==> config.mk <==
export PLATFORM = sky130hd
export DESIGN_NAME = pipeline_hazard_ctrl_flat
export DESIGN_NICKNAME = d
export VERILOG_FILES = /design/src/rtl/pipeline_hazard_ctrl_if.sv /design/src/rtl/pipeline_hazard_ctrl.sv /design/src/flat_wrapper.sv
export SDC_FILE = /design/constraint.sdc
export NUM_CORES = 1
export LEC_CHECK = 0
export ABC_AREA = 1
export ABC_CLOCK_PERIOD_IN_PS = 2900
export CAP_MARGIN = 20
export CORE_MARGIN = 1.5
export CORE_UTILIZATION = 40
export DETAILED_ROUTE_END_ITERATION = 10
export GPL_ROUTABILITY_DRIVEN = 0
export PLACE_DENSITY = 0.7
export SLEW_MARGIN = 20
export SYNTH_ARGS = -nofsm -noshare
export SYNTH_HDL_FRONTEND = slang
export SYNTH_SLANG_ARGS = --single-unit
==> constraint.sdc <==
create_clock -name clk -period 2.9 [get_ports clk]
set_clock_uncertainty 0.05 [all_clocks]
set_input_delay 0.58 -clock clk [delete_from_list [all_inputs] [get_ports clk]]
set_output_delay 0.58 -clock clk [all_outputs]
set_load 0.005 [all_outputs]
==> src/rtl/pipeline_hazard_ctrl_if.sv <==
// rtl/pipeline_hazard_ctrl_if.sv - hazard controller stage-status and pipeline-control bundle
interface pipeline_hazard_ctrl_if #(
    parameter int CNT_W = 16
);
    logic [4:0]       fd_rs_addr_i;
    logic [4:0]       fd_rd_addr_i;
    logic             fd_uses_rs_i;
    logic             fd_uses_rd_i;
    logic             dx_is_load_i;
    logic [4:0]       dx_wb_addr_i;
    logic             x_branch_taken_i;
    logic             mem_busy_i;
    logic             pc_stall_o;
    logic             fd_stall_o;
    logic             fd_flush_o;
    logic             dx_stall_o;
    logic             dx_flush_o;
    logic             dx_bubble_o;
    logic             xm_stall_o;
    logic [CNT_W-1:0] stall_cycles_o;
    logic [CNT_W-1:0] flush_events_o;

    modport slave (
        input  fd_rs_addr_i, fd_rd_addr_i, fd_uses_rs_i, fd_uses_rd_i,
        input  dx_is_load_i, dx_wb_addr_i, x_branch_taken_i, mem_busy_i,
        output pc_stall_o, fd_stall_o, fd_flush_o, dx_stall_o, dx_flush_o,
        output dx_bubble_o, xm_stall_o, stall_cycles_o, flush_events_o
    );

    modport master (
        output fd_rs_addr_i, fd_rd_addr_i, fd_uses_rs_i, fd_uses_rd_i,
        output dx_is_load_i, dx_wb_addr_i, x_branch_taken_i, mem_busy_i,
        input  pc_stall_o, fd_stall_o, fd_flush_o, dx_stall_o, dx_flush_o,
        input  dx_bubble_o, xm_stall_o, stall_cycles_o, flush_events_o
    );
endinterface

==> src/rtl/pipeline_hazard_ctrl.sv <==
// rtl/pipeline_hazard_ctrl.sv - 5-stage pipeline stall/flush/bubble controller with perf counters
module pipeline_hazard_ctrl #(
    parameter int FLUSH_CYCLES = 2,
    parameter int CNT_W        = 16
) (
    input  logic                   clk,
    input  logic                   rst_n,
    pipeline_hazard_ctrl_if.slave  bus
);
    typedef enum logic [1:0] {
        RUN      = 2'd0,
        MEM_WAIT = 2'd1,
        REDIRECT = 2'd2
    } state_t;

    localparam logic [3:0] DRAIN_INIT = 4'(FLUSH_CYCLES - 1);

    state_t           state_q, state_d;
    logic [3:0]       drain_q, drain_d;
    logic             resume_q, resume_d;
    logic [CNT_W-1:0] stall_cnt_q;
    logic [CNT_W-1:0] flush_cnt_q;
    logic             flush_inc;
    logic             load_use;

    logic pc_stall, fd_stall, fd_flush, dx_stall, dx_flush, dx_bubble, xm_stall;

    // A load in DX whose result the FD instruction needs; r0 never carries a dependency.
    always_comb begin
        load_use = bus.dx_is_load_i && (bus.dx_wb_addr_i != 5'd0) &&
                   ((bus.fd_uses_rs_i && (bus.fd_rs_addr_i == bus.dx_wb_addr_i)) ||
                    (bus.fd_uses_rd_i && (bus.fd_rd_addr_i == bus.dx_wb_addr_i)));
    end

    // Prioritised control outputs and next-state: reset > busy > branch > drain > load-use.
    always_comb begin
        pc_stall  = 1'b0;
        fd_stall  = 1'b0;
        fd_flush  = 1'b0;
        dx_stall  = 1'b0;
        dx_flush  = 1'b0;
        dx_bubble = 1'b0;
        xm_stall  = 1'b0;
        flush_inc = 1'b0;
        state_d   = state_q;
        drain_d   = drain_q;
        resume_d  = resume_q;

        if (!rst_n) begin
            fd_flush = 1'b1;
            dx_flush = 1'b1;
            state_d  = RUN;
            drain_d  = 4'd0;
            resume_d = 1'b0;
        end else if (bus.mem_busy_i) begin
            pc_stall = 1'b1;
            fd_stall = 1'b1;
            dx_stall = 1'b1;
            xm_stall = 1'b1;
            state_d  = MEM_WAIT;
            // Remember an interrupted drain; drain_cnt stays frozen while held.
            if (state_q == REDIRECT) begin
                resume_d = 1'b1;
            end
        end else begin
            // Release from MEM_WAIT behaves as RUN this cycle; an interrupted drain resumes next.
            if (state_q == MEM_WAIT) begin
                resume_d = 1'b0;
                state_d  = (resume_q && (drain_q != 4'd0)) ? REDIRECT : RUN;
            end
            if (bus.x_branch_taken_i) begin
                fd_flush  = 1'b1;
                dx_flush  = 1'b1;
                flush_inc = 1'b1;
                resume_d  = 1'b0;
                if (FLUSH_CYCLES > 1) begin
                    drain_d = DRAIN_INIT;
                    state_d = REDIRECT;
                end else begin
                    drain_d = 4'd0;
                    state_d = RUN;
                end
            end else if (state_q == REDIRECT) begin
                fd_flush = 1'b1;
                drain_d  = drain_q - 4'd1;
                state_d  = (drain_q == 4'd1) ? RUN : REDIRECT;
            end else if (load_use) begin
                pc_stall  = 1'b1;
                fd_stall  = 1'b1;
                dx_bubble = 1'b1;
            end
        end
    end

    // State, drain counter and resume flag registers.
    always_ff @(posedge clk) begin
        if (!rst_n) begin
            state_q  <= RUN;
            drain_q  <= 4'd0;
            resume_q <= 1'b0;
        end else begin
            state_q  <= state_d;
            drain_q  <= drain_d;
            resume_q <= resume_d;
        end
    end

    // Saturating performance counters for stalled cycles and accepted redirects.
    always_ff @(posedge clk) begin
        if (!rst_n) begin
            stall_cnt_q <= '0;
            flush_cnt_q <= '0;
        end else begin
            if (pc_stall && (stall_cnt_q != '1)) begin
                stall_cnt_q <= stall_cnt_q + 1'b1;
            end
            if (flush_inc && (flush_cnt_q != '1)) begin
                flush_cnt_q <= flush_cnt_q + 1'b1;
            end
        end
    end

    assign bus.pc_stall_o     = pc_stall;
    assign bus.fd_stall_o     = fd_stall;
    assign bus.fd_flush_o     = fd_flush;
    assign bus.dx_stall_o     = dx_stall;
    assign bus.dx_flush_o     = dx_flush;
    assign bus.dx_bubble_o    = dx_bubble;
    assign bus.xm_stall_o     = xm_stall;
    assign bus.stall_cycles_o = stall_cnt_q;
    assign bus.flush_events_o = flush_cnt_q;
endmodule

==> src/flat_wrapper.sv <==
// flat-port wrapper written by rule: the top's interface ports become plain ports
module pipeline_hazard_ctrl_flat 
#(
    parameter int FLUSH_CYCLES = 2,
    parameter int CNT_W        = 16
)
  (clk, rst_n, bus_fd_rs_addr_i, bus_fd_rd_addr_i, bus_fd_uses_rs_i, bus_fd_uses_rd_i, bus_dx_is_load_i, bus_dx_wb_addr_i, bus_x_branch_taken_i, bus_mem_busy_i, bus_pc_stall_o, bus_fd_stall_o, bus_fd_flush_o, bus_dx_stall_o, bus_dx_flush_o, bus_dx_bubble_o, bus_xm_stall_o, bus_stall_cycles_o, bus_flush_events_o);
  pipeline_hazard_ctrl_if #(.CNT_W(CNT_W)) bus_i ();
  input  logic clk;
  input  logic rst_n;
  input wire logic [$bits(bus_i.fd_rs_addr_i)-1:0] bus_fd_rs_addr_i;
  input wire logic [$bits(bus_i.fd_rd_addr_i)-1:0] bus_fd_rd_addr_i;
  input wire logic [$bits(bus_i.fd_uses_rs_i)-1:0] bus_fd_uses_rs_i;
  input wire logic [$bits(bus_i.fd_uses_rd_i)-1:0] bus_fd_uses_rd_i;
  input wire logic [$bits(bus_i.dx_is_load_i)-1:0] bus_dx_is_load_i;
  input wire logic [$bits(bus_i.dx_wb_addr_i)-1:0] bus_dx_wb_addr_i;
  input wire logic [$bits(bus_i.x_branch_taken_i)-1:0] bus_x_branch_taken_i;
  input wire logic [$bits(bus_i.mem_busy_i)-1:0] bus_mem_busy_i;
  output wire logic [$bits(bus_i.pc_stall_o)-1:0] bus_pc_stall_o;
  output wire logic [$bits(bus_i.fd_stall_o)-1:0] bus_fd_stall_o;
  output wire logic [$bits(bus_i.fd_flush_o)-1:0] bus_fd_flush_o;
  output wire logic [$bits(bus_i.dx_stall_o)-1:0] bus_dx_stall_o;
  output wire logic [$bits(bus_i.dx_flush_o)-1:0] bus_dx_flush_o;
  output wire logic [$bits(bus_i.dx_bubble_o)-1:0] bus_dx_bubble_o;
  output wire logic [$bits(bus_i.xm_stall_o)-1:0] bus_xm_stall_o;
  output wire logic [$bits(bus_i.stall_cycles_o)-1:0] bus_stall_cycles_o;
  output wire logic [$bits(bus_i.flush_events_o)-1:0] bus_flush_events_o;
  assign bus_i.fd_rs_addr_i = bus_fd_rs_addr_i;
  assign bus_i.fd_rd_addr_i = bus_fd_rd_addr_i;
  assign bus_i.fd_uses_rs_i = bus_fd_uses_rs_i;
  assign bus_i.fd_uses_rd_i = bus_fd_uses_rd_i;
  assign bus_i.dx_is_load_i = bus_dx_is_load_i;
  assign bus_i.dx_wb_addr_i = bus_dx_wb_addr_i;
  assign bus_i.x_branch_taken_i = bus_x_branch_taken_i;
  assign bus_i.mem_busy_i = bus_mem_busy_i;
  assign bus_pc_stall_o = bus_i.pc_stall_o;
  assign bus_fd_stall_o = bus_i.fd_stall_o;
  assign bus_fd_flush_o = bus_i.fd_flush_o;
  assign bus_dx_stall_o = bus_i.dx_stall_o;
  assign bus_dx_flush_o = bus_i.dx_flush_o;
  assign bus_dx_bubble_o = bus_i.dx_bubble_o;
  assign bus_xm_stall_o = bus_i.xm_stall_o;
  assign bus_stall_cycles_o = bus_i.stall_cycles_o;
  assign bus_flush_events_o = bus_i.flush_events_o;
  pipeline_hazard_ctrl #(.FLUSH_CYCLES(FLUSH_CYCLES), .CNT_W(CNT_W)) u_core (.clk(clk), .rst_n(rst_n), .bus(bus_i));
endmodule
Yosys cells after proc, flatten, opt, wreduce, memory -nomap -nowiden
Cells that the tools add are included.
{"block": "totals", "reg_bits": 39, "inputBits": 22, "out_inout_bits": 39, "elab_cells": 65}
{"block": "classes", "addsub": 3, "n_eq_ne": 8, "n_mux": 29, "n_bitwise": 2, "reduce_logical": 17}
{"cell": "16-bit by 1-bit adder with 16-bit output, second input constant", "n": 2}
{"cell": "16-bit inequality test, second input constant", "n": 2}
{"cell": "1-bit 2-to-1 mux", "n": 22}
{"cell": "5-bit equality test", "n": 2}
{"cell": "2-bit 2-to-1 mux", "n": 5}
{"cell": "4-bit 2-to-1 mux", "n": 2}
{"cell": "4-bit nonzero test", "n": 2}
{"cell": "1-bit logical AND", "n": 7}
{"cell": "3-bit nonzero test", "n": 2}
{"cell": "5-bit nonzero test", "n": 1}
{"cell": "4-bit by 1-bit equality test with 1-bit output, second input constant", "n": 1}
{"cell": "2-bit AND reduction", "n": 2}
{"cell": "4-bit by 1-bit subtractor with 4-bit output, second input constant", "n": 1}
{"cell": "2-bit by 1-bit equality test with 1-bit output, second input constant", "n": 1}
{"cell": "2-bit equality test, second input constant", "n": 1}
{"cell": "2-bit by 1-bit inequality test with 1-bit output, second input constant", "n": 1}
{"cell": "1-bit inverter", "n": 2}
{"cell": "2-bit nonzero test", "n": 1}
{"cell": "2-bit OR reduction", "n": 1}
{"cell": "1-bit logical OR", "n": 1}

Longest topological paths before layout
Gate-level depths: netlist of the first run.
{"block": "logic_depth", "ltp_word": 10, "depth_mapped": 12, "ltp_nobuf": 11}

Worst setup path before layout of the first run
No wires, ideal clock.
{"block": "synth_timing", "path_kind": "input to output", "start": "input rst_n", "end": "output bus_pc_stall_o", "arrival_time_ns": 1.439, "required_ns": 2.270, "setup_slack_ns": 0.831, "path_stages": 9, "path_buffers": 3, "path_cell_list": "inv_2 > nor2_2 > nand4_1 > inv_1 > nand2_1 > nand2_2 > buf_6 > buf_4 > buf_4"}
{"block": "synth_via", "elab_chain_cells": 1}
{"item": "start: declaration", "line": "flat_wrapper.sv:10", "source": "input logic rst_n;"}
{"item": "1-bit 2-to-1 mux"}
{"item": "end: declaration", "line": "flat_wrapper.sv:19", "source": "output wire logic [$bits(bus_i.pc_stall_o)-1:0] bus_pc_stall_o;"}
Every way passes these cells.

Worst setup path after layout of the first run
{"block": "layout_timing", "start": "input bus_dx_wb_addr_i[2]", "end": "output bus_fd_stall_o"}
{"block": "layout_via", "elab_chain_cells": 9, "elab_cells_between_ends": 13, "cone_classes": "eq/ne (2); mux (5); reduce/logical (6)"}
{"item": "start: declaration", "line": "flat_wrapper.sv:16", "source": "input wire logic [$bits(bus_i.dx_wb_addr_i)-1:0] bus_dx_wb_addr_i;"}
{"item": "5-bit equality test (on tied branches)", "line": "pipeline_hazard_ctrl.sv:31, pipeline_hazard_ctrl.sv:32"}
{"item": "1-bit logical AND (on tied branches)", "line": "pipeline_hazard_ctrl.sv:31, pipeline_hazard_ctrl.sv:32"}
{"item": "1-bit logical OR", "line": "pipeline_hazard_ctrl.sv:31", "source": "((bus.fd_uses_rs_i && (bus.fd_rs_addr_i == bus.dx_wb_addr_i)) ||"}
{"item": "1-bit logical AND (*)", "line": "pipeline_hazard_ctrl.sv:30", "source": "load_use = bus.dx_is_load_i && (bus.dx_wb_addr_i != 5'd0) &&"}
{"item": "1-bit 2-to-1 mux (*)", "line": "pipeline_hazard_ctrl.sv:87", "source": "end else if (load_use) begin"}
{"item": "1-bit 2-to-1 mux (*)", "line": "pipeline_hazard_ctrl.sv:83", "source": "end else if (state_q == REDIRECT) begin"}
{"item": "1-bit 2-to-1 mux (*)", "line": "pipeline_hazard_ctrl.sv:71", "source": "if (bus.x_branch_taken_i) begin"}
{"item": "1-bit 2-to-1 mux (*)", "line": "pipeline_hazard_ctrl.sv:55", "source": "end else if (bus.mem_busy_i) begin"}
{"item": "1-bit 2-to-1 mux (*)", "line": "pipeline_hazard_ctrl.sv:49", "source": "if (!rst_n) begin"}
{"item": "end: declaration", "line": "flat_wrapper.sv:20", "source": "output wire logic [$bits(bus_i.fd_stall_o)-1:0] bus_fd_stall_o;"}
Every way passes the cells marked *; elsewhere a longest branch is shown, timed or not.

==> results_dict.tcl, run 1 <==
set metrics [dict create \
    power_frac_comb_pct 12.4 \
    ys_seq_area_share_pct 31.18 \
    yosysWarnings 0 \
    via_per_inst 4.825 \
    hold_class "reg -> reg" \
    grt_pass1_vias 2306 \
    cts_num_sinks 39 \
    fp.dieArea_sq_um 6743 \
    drive_gt1_share_pct 10.44 \
    cts_hold_buf 0 \
    grtUsageTotal_pct 19.85 \
    vias 2533 \
    n_antenna_cell 0 \
    power.net_switching_mw 0.2897 \
    dr_wl_met2_um 2770 \
    post-route-min-period_ns 2.791 \
    syn_area_sq_um 2504 \
    p_sw_share_pct 23.07 \
    cts_made_buffers 5 \
    syn_nets 410 \
    status "finished clean" \
    setup_viol 0 \
    htreeDepth 2 \
    die_w_um 82.12 \
    synthToLayoutAreaGrowth_pct 34.68 \
    grt_max_degree 26 \
    critPathLaunchType "input port" \
    wire_per_inst_um 11.64 \
    ys_seq_elements 39 \
    wl_um 6112 \
    worst_slew_pin_slew_ns 0.3369 \
    fmax_ghz 0.3583 \
    wirelength_met1_um 2947 \
    power.share.clock_pct 43.4 \
    syn_inst 381 \
    initial_core_util_pct 41.79 \
    drtIter0Drc 105 \
    antenna_found_initial 0 \
    avgSynthCellArea_sq_um 6.571 \
    first_pass_iters 4 \
    maxSlewViolCount 0 \
    fill_cells 592 \
    rows 28 \
    clk_latency_ns 0.30 \
    grt_pass1_wl_um 10350 \
    fin_crit_sh_pct 96.23 \
    drc 0 \
    met3_length_um 264 \
    ir_drop_mv 0.2016 \
    max-cap-violations 0 \
    fin_cells 525 \
    top_layer_used "met4" \
    place_hpwl_um 4511 \
    clk_path_buf_depth 2 \
    synth_edf_count 0 \
    grt_setup_unrepaired "no" \
    sequentialPowerShare_pct 44.2 \
    core-area_sq_um 5991 \
    clk_pin_slew_ns 0.08 \
    worstPathRequired_ns 2.27 \
    ys_types 30 \
    synthFlopType "dfxtp_1" \
    grt_overflow_total 0 \
    setup_tns_ns 0 \
    placedCellCount 514 \
    slew-limit-headroom_pct 77.54 \
    path_max_fanout 4 \
    clock-root-buffer "clkbuf_8" \
    final_hold_viol_count 0 \
    cp_data_arrival_time_ns 2.16 \
    die_y_um 82.12 \
    end_kind "output port" \
    nNetsFinal 478 \
    cts_tree "done" \
    leakagePower_nw 1.394 \
    crit_type "in -> out" \
    ff2ff_setup_slack_ns 0.94 \
    pin_count 61 \
    async_reset_ff_share_pct 0 \
    p_per_area_nw_per_um2 372.3 \
    io_buffers 60 \
    final_antenna_net_count 0 \
    p_int_mw 0.9657 \
]
==> layout by cell type (no fill, tap or decap), drive strengths merged <==
| master | count |
|---|---|
| nand3b | 4 |
| clkdlybuf4s50 | 54 |
| clkinv | 2 |
| nand2 | 112 |
| dfxtp | 39 |
| dlymetal6s2s | 6 |
| xnor2 | 7 |
| a21oi | 30 |
| inv | 48 |
| nor2 | 36 |
| o32ai | 1 |
| ha | 7 |
| o21ai | 12 |
| buf | 12 |
| clkbuf | 6 |
| nand4 | 7 |
| a31oi | 2 |
| o311ai | 1 |
| nor3 | 15 |
| nand3 | 34 |
| bufinv | 2 |
| xor2 | 13 |
==> power by group through the flow <==
stage                     clock network (mW)  registers, mW  logic, mW
after floorplan                            0          0.565     0.0817
after global placement                     0          0.567      0.152
after detailed placement                   0          0.567      0.153
after CTS                              0.556          0.554      0.155
after global routing                   0.579          0.556      0.177
final                                  0.545          0.555      0.156
==> metrics by stage <==
step	hold slack [ns]	cell area (sq um)	worst slack, ns	utilization (%)	power [mW]
final	0.4431	3372	0.1094	56.29	1.255
after detailed placement	0.4358	3194	0.0007438	53.32	0.7203
after global placement	0.4201	3194	0.02363	53.32	0.7182
after CTS	0.4468	3332	0.02318	55.62	1.266
after global routing	0.4744	3372	0.009148	56.29	1.312
after floorplan	0.4030	2504	0.8307	-	0.6471
==> timing repair <==
item	CTS	global route
setup buffers	0	3
endpoints found under the hold margin	0	0
gates cloned	0	0
setup endpoints to repair	2	3
resized for setup	1	7
pin swaps	0	1
==> final cells by class <==
class,count,area (sq um),share of cell area (%)
multi-input combinational,281,1471,43.64
sequential,39,780.7,23.15
timing repair buffer,72,705.7,20.93
inverter,50,187.7,5.566
tap,75,93.84,2.783
clock buffer,6,72.57,2.152
clock inverter,2,60.06,1.781
==> Yosys cell counts, drive strengths merged (2+ instances only) <==
cell type / count / area share [%]
nand4: 7 / 1.7
nand2: 112 / 18
xor2: 13 / 4.5
nor3: 15 / 3.6
o21ai: 12 / 2.4
a21oi: 30 / 7.5
nand3: 34 / 6.8
inv: 48 / 7.2
clkbuf: 3 / 0.45
dfxtp: 39 / 31
nor2: 36 / 5.8
a31oi: 2 / 0.50
nand3b: 4 / 1.2
ha: 7 / 3.5
buf: 8 / 2.4
xnor2: 7 / 2.4
clkinv: 2 / 0.30
==> worst paths after layout <==
path                                                                start                                          to  cells past startpoint
worst min register to register             u_core.state_q[0]$_SDFFE_PN0P_              u_core.state_q[0]$_SDFFE_PN0P_                      2
worst max register to register  u_core.bus.stall_cycles_o[0]$_SDFFE_PN0P_  u_core.bus.stall_cycles_o[15]$_SDFFE_PN0P_                      9
worst max-delay path                                  bus_dx_wb_addr_i[2]                              bus_fd_stall_o                     10
worst min-delay path                       u_core.state_q[0]$_SDFFE_PN0P_              u_core.state_q[0]$_SDFFE_PN0P_                      2
==> worst max-delay path, stage by stage <==
cell	delay (ns)
clkdlybuf4s50_1	0.49
inv_2	0.06
nand2_1	0.05
nand2_1	0.06
nor2_1	0.09
nand3_1	0.07
nand2_1	0.07
nand2_2	0.07
nand2_4	0.10
clkdlybuf4s50_1	0.50
==> state kept, by name, summed over array words and instances (netlist names) <==
name and cells:
u_core.bus.flush_events_o 16, u_core.bus.stall_cycles_o 16, u_core.drain_q 4, u_core.state_q 2
u_core.resume_q 1
==> per-layer routing <==
metal | track usage [%] | vias up
met5 | 0 | -
met4 | 6.949 | 0
met3 | 5.055 | 12
met2 | 33.36 | 46
met1 | 24.50 | 1121
li1 | - | 1354
==> kinds of logic after synthesis <==
group	synth area share, %
flops	31.18
fa+ha+maj	3.498
buf+inv	10.34
xor+xnor	6.997
compound gates	11.09
simple gates	36.88
(Power assumes the default switching activity.)
==> inputs of run 2 (changes only) <==
--- a/config.mk
+++ b/config.mk
@@ -9,10 +9,10 @@
 export ABC_CLOCK_PERIOD_IN_PS = 2900
 export CAP_MARGIN = 20
 export CORE_MARGIN = 1.5
-export CORE_UTILIZATION = 40
+export CORE_UTILIZATION = 54
 export DETAILED_ROUTE_END_ITERATION = 10
 export GPL_ROUTABILITY_DRIVEN = 0
-export PLACE_DENSITY = 0.7
+export PLACE_DENSITY = 0.89
 export SLEW_MARGIN = 20
 export SYNTH_ARGS = -nofsm -noshare
 export SYNTH_HDL_FRONTEND = slang
==> results_dict.tcl, run 2 (synthesis gave the netlist of run 1 again) <==
set metrics [dict create \
    status "finished clean" \
    setup_tns_ns 0 \
    end_kind "output port" \
    via_per_inst 5.241 \
    nNetsFinal 473 \
    first_pass_iters 4 \
    drtIter0Drc 196 \
    final_antenna_net_count 0 \
    p_per_area_nw_per_um2 328.0 \
    cts_tree "done" \
    rows 24 \
    clock-root-buffer "clkbuf_8" \
    postPlaceCellArea_sq_um 3136 \
    cts_made_buffers 5 \
    mostFrequentLayoutCells "nand2_1 (106), clkdlybuf4s50_1 (53), inv_1 (40)" \
    ir_drop_mv 0.3390 \
    synthToLayoutAreaGrowth_pct 30.24 \
    worstPathRequired_ns 2.27 \
    fin_ws_ns 0.1881 \
    ff2ff_setup_slack_ns 0.91 \
    worst_slew_pin_slew_ns 0.3396 \
    holdWs_ns 0.4459 \
    n_antenna_cell 0 \
    grt_setup_unrepaired "no" \
    grt_overflow_total 0 \
    io_buffers 60 \
    clk_pin_slew_ns 0.07 \
    fp.dieArea_sq_um 5054 \
    dp_slack_ns 0.01306 \
    max-cap-violations 0 \
    drive_gt1_share_pct 9.438 \
    leakagePower_nw 1.359 \
    cpMostUsedCell "clkdlybuf4s50_1" \
    setup_viol 0 \
    crit_type "in -> out" \
    fin_crit_sh_pct 93.51 \
    cp_data_arrival_time_ns 2.08 \
    die_w_um 71.09 \
    layout_commonest_cell "nand2_1" \
    critPathLaunchType "input port" \
    path_delay_family "buffers and inverters" \
    critPathBufInv 3 \
    grt_pass1_wl_um 10020 \
    cts_num_sinks 39 \
    grt_pass1_vias 2361 \
    clk_latency_ns 0.29 \
    maxSlewViolCount 0 \
    final_area_sq_um 3261 \
    final_hold_viol_count 0 \
    die_y_um 71.09 \
    initial_core_util_pct 56.72 \
    drc 0 \
    htreeDepth 2 \
    clk_path_buf_depth 2 \
    place_hpwl_um 4405 \
    critical_path.max_stage_delay_ns 0.57 \
    core-area_sq_um 4414 \
    antenna_found_initial 0 \
    pin_count 61 \
    fmax_ghz 0.3687 \
    slew-limit-headroom_pct 77.12 \
    hold_class "reg -> reg" \
    wire_per_inst_um 12.03 \
    wl_um 5977 \
    vias 2605 \
    cp_slowest_cell "clkdlybuf4s50_1" \
    crit_chain "clkdlybuf4s50_1 -> inv_1 -> o21ai_0 -> clkdlybuf4s50_1" \
    grtUsageTotal_pct 24.13 \
    path_max_fanout 4 \
    grt_max_degree 26 \
    post-route-min-period_ns 2.712 \
    finalPower_mw 1.070 \
]
-- run 2: cell types whose count changed in the layout (fill, tap and decap cells not counted), sizes merged --
cell           delta
buf               -5
clkinv            +1
bufinv            -2
clkdlybuf4s50     -1
dlymetal6s2s      +1
clkinvlp          +1
-- run 2: tightest hold or removal path, stage by stage, from the launching register on --
cell and delay, ns:
dfxtp_1 0.33, nand3b_1 0.08, nand2_1 0.04
-- run 2: metal layers --
metal / wire length, um / global-route usage, % / vias up
met2: 2824 / 42.47 / 77
met4: 110 / 8.386 / 0
met5: 0 / 0 / -
met1: 2747 / 28.80 / 1170
li1: - / - / 1346
met3: 294 / 5.556 / 12
-- run 2: what timing repair did --
action	4_1_cts	5_1_grt
endpoints found under the setup margin	0	3
hold buffers	0	0
resized for setup	0	9
setup buffers	0	2
-- run 2: path summary, 6_finish.rpt --
path / from / end / cells past startpoint
max: bus_x_branch_taken_i / bus_dx_flush_o / 4
min: u_core.resume_q$_SDFFE_PN0P_ / u_core.resume_q$_SDFFE_PN0P_ / 2
max reg2reg: u_core.bus.flush_events_o[0]$_SDFFE_PN0P_ / u_core.bus.flush_events_o[10]$_SDFFE_PN0P_ / 10
min reg2reg: u_core.resume_q$_SDFFE_PN0P_ / u_core.resume_q$_SDFFE_PN0P_ / 2
-- run 2: power by group --
part           leakage [nW]  internal, mW  switching, mW
Combinational          1.00        0.0720         0.0806
Sequential            0.316         0.545        0.00913
Clock                0.0412         0.168          0.194
-- run 2: area by class of cell --
cell class	instances	area, sq um
fill	366	1154
sequential	39	780.7
multi-input combinational	281	1471
inverter	50	187.7
timing repair buffer	67	670.6
clock inverter	2	12.51
tap	52	65.06
clock buffer	6	72.57
-- run 2: metrics by stage --
stage	utilization, %	cells
after global placement	71.03	487
after global routing	73.87	497
after floorplan	-	381
final	73.87	497
after CTS	72.96	495
after detailed placement	71.03	487
==> inputs of run 3 (changes only) <==
--- a/config.mk
+++ b/config.mk
@@ -7,12 +7,13 @@
 export LEC_CHECK = 0
 export ABC_AREA = 1
 export ABC_CLOCK_PERIOD_IN_PS = 2900
-export CAP_MARGIN = 20
+export CAP_MARGIN = 15
 export CORE_MARGIN = 1.5
 export CORE_UTILIZATION = 54
 export DETAILED_ROUTE_END_ITERATION = 10
 export GPL_ROUTABILITY_DRIVEN = 0
 export PLACE_DENSITY = 0.89
+export RECOVER_POWER = 25
 export SLEW_MARGIN = 20
 export SYNTH_ARGS = -nofsm -noshare
 export SYNTH_HDL_FRONTEND = slang
==> results_dict.tcl, run 3 (synthesis gave the netlist of run 1 again) <==
set metrics [dict create \
    mostFrequentLayoutCells "nand2_1 (106), inv_1 (40), clkdlybuf4s50_1 (40)" \
    end_kind "output port" \
    post-route-min-period_ns 2.724 \
    fin_crit_sh_pct 93.92 \
    clk_latency_ns 0.29 \
    worst_slew_pin_slew_ns 0.3404 \
    core-area_sq_um 4414 \
    hold_path_end "u_core.resume_q$_SDFFE_PN0P_" \
    cp_slowest_cell "dlygate4sd3_1" \
    met3_usage_pct 5.556 \
    drtIter0Drc 208 \
    path_max_fanout 5 \
    first_pass_iters 4 \
    io_buffers 60 \
    initial_core_util_pct 56.72 \
    use_met1_pct 28.80 \
    hold_class "reg -> reg" \
    rows 24 \
    critPathLaunchType "input port" \
    fin_ws_ns 0.1762 \
    cts_made_buffers 5 \
    r2r-end "u_core.bus.flush_events_o[10]$_SDFFE_PN0P_" \
    reg2reg_depth 10 \
    grtUsageTotal_pct 24.13 \
    fill_cells 368 \
    maxSlewViolCount 0 \
    max-cap-violations 0 \
    p_int_mw 0.7840 \
    via_per_inst 5.217 \
    clk_pin_slew_ns 0.07 \
    pin_count 61 \
    cp_data_arrival_time_ns 2.09 \
    p_sw_share_pct 26.55 \
    final_util_pct 73.72 \
    setup_viol 0 \
    synthToLayoutAreaGrowth_pct 29.98 \
    fmax_ghz 0.3671 \
    path_delay_family "buffers and inverters" \
    grt_pass1_vias 2361 \
    postPlaceCellArea_sq_um 3136 \
    reg2reg_from "u_core.bus.flush_events_o[0]$_SDFFE_PN0P_" \
    sequentialPowerShare_pct 51.9 \
    grt_pass1_wl_um 10020 \
    die_w_um 71.09 \
    grt_max_degree 26 \
    cts_num_sinks 39 \
    power.share.clock_pct 33.9 \
    cts_tree "done" \
    status "finished clean" \
    hp-start "u_core.resume_q$_SDFFE_PN0P_" \
    antenna_found_initial 0 \
    power_frac_comb_pct 14.1 \
    layout_commonest_cell "nand2_1" \
    critical_path.max_stage_delay_ns 0.61 \
    nNetsFinal 473 \
    startpoint "bus_mem_busy_i" \
    n_antenna_cell 0 \
    p_per_area_nw_per_um2 328.0 \
    dp_slack_ns 0.01306 \
    final_area_sq_um 3254 \
    critPathBufInv 2 \
    ir_drop_mv 0.3381 \
    final_hold_viol_count 0 \
    cts_hold_buf 0 \
    setup_tns_ns 0 \
    power.net_switching_mw 0.2835 \
    drive_gt1_share_pct 8.989 \
    drc 0 \
    leakagePower_nw 1.399 \
    ff2ff_setup_slack_ns 0.91 \
    clock-root-buffer "clkbuf_8" \
    grt_overflow_total 0 \
    crit_chain "dlygate4sd3_1 -> o21ai_0 -> clkdlybuf4s50_1" \
    crit_type "in -> out" \
    grt_busiest_layer "met2" \
    fp.dieArea_sq_um 5054 \
    wire_per_inst_um 12.07 \
    final_antenna_net_count 0 \
    vias 2593 \
    place_hpwl_um 4405 \
    grt_util_met2_pct 42.47 \
    clk_path_buf_depth 2 \
    die_y_um 71.09 \
    grt_setup_unrepaired "no" \
    slew-limit-headroom_pct 77.07 \
    wl_um 5998 \
    worstPathRequired_ns 2.27 \
    min_path_cells 2 \
    htreeDepth 2 \
    finalPower_mw 1.067 \
]
run 3: layer usage:
metal  up-vias  part of all wire [%]
met5         -                     0
met4         0                   1.8
li1       1345                     -
met3        12                   4.6
met2        70                    47
met1      1166                    46
run 3: area by class of cell:
class	count	area, sq um	area share (%)
flip-flops and latches	39	780.7	23.99
inverters	50	187.7	5.767
clock inverters	2	12.51	0.3845
well taps	52	65.06	1.999
clock buffers	6	72.57	2.230
repair buffers	67	666.9	20.49
multi-input cells	281	1469	45.14
run 3: how the worst max path moves through the flow:
stage / to / cells after the start
floorplan: bus_pc_stall_o / 9
global placement: bus_pc_stall_o / 10
detailed placement: bus_pc_stall_o / 10
CTS: bus_pc_stall_o / 10
global route: bus_xm_stall_o / 5
finish: bus_dx_flush_o / 3
run 3: power groups by stage:
stage | combinational [mW] | sequential [mW] | clock, mW
4_1_cts | 0.150 | 0.554 | 0.370
5_1_grt | 0.169 | 0.556 | 0.392
6_report | 0.151 | 0.554 | 0.362
2_1_floorplan | 0.0817 | 0.565 | 0
3_5_place_dp | 0.149 | 0.567 | 0
3_3_place_gp | 0.144 | 0.566 | 0
run 3: metrics by stage:
step / hold WS (ns) / cells
2_1_floorplan: 0.4030 / 381
3_3_place_gp: 0.4187 / 487
3_5_place_dp: 0.4346 / 487
4_1_cts: 0.4482 / 495
5_1_grt: 0.4551 / 497
6_report: 0.4468 / 497
run 3: timing repair:
action	4_1_cts	5_1_grt
setup buffers	0	2
resized for setup	0	9
endpoints found under the setup margin	0	3
run 3: worst min-delay path: cells and delay by family, from the launching register on:
kind             cells  cell delay [ns]
flip-flops           1             0.33
AND/OR/NAND/NOR      2             0.12
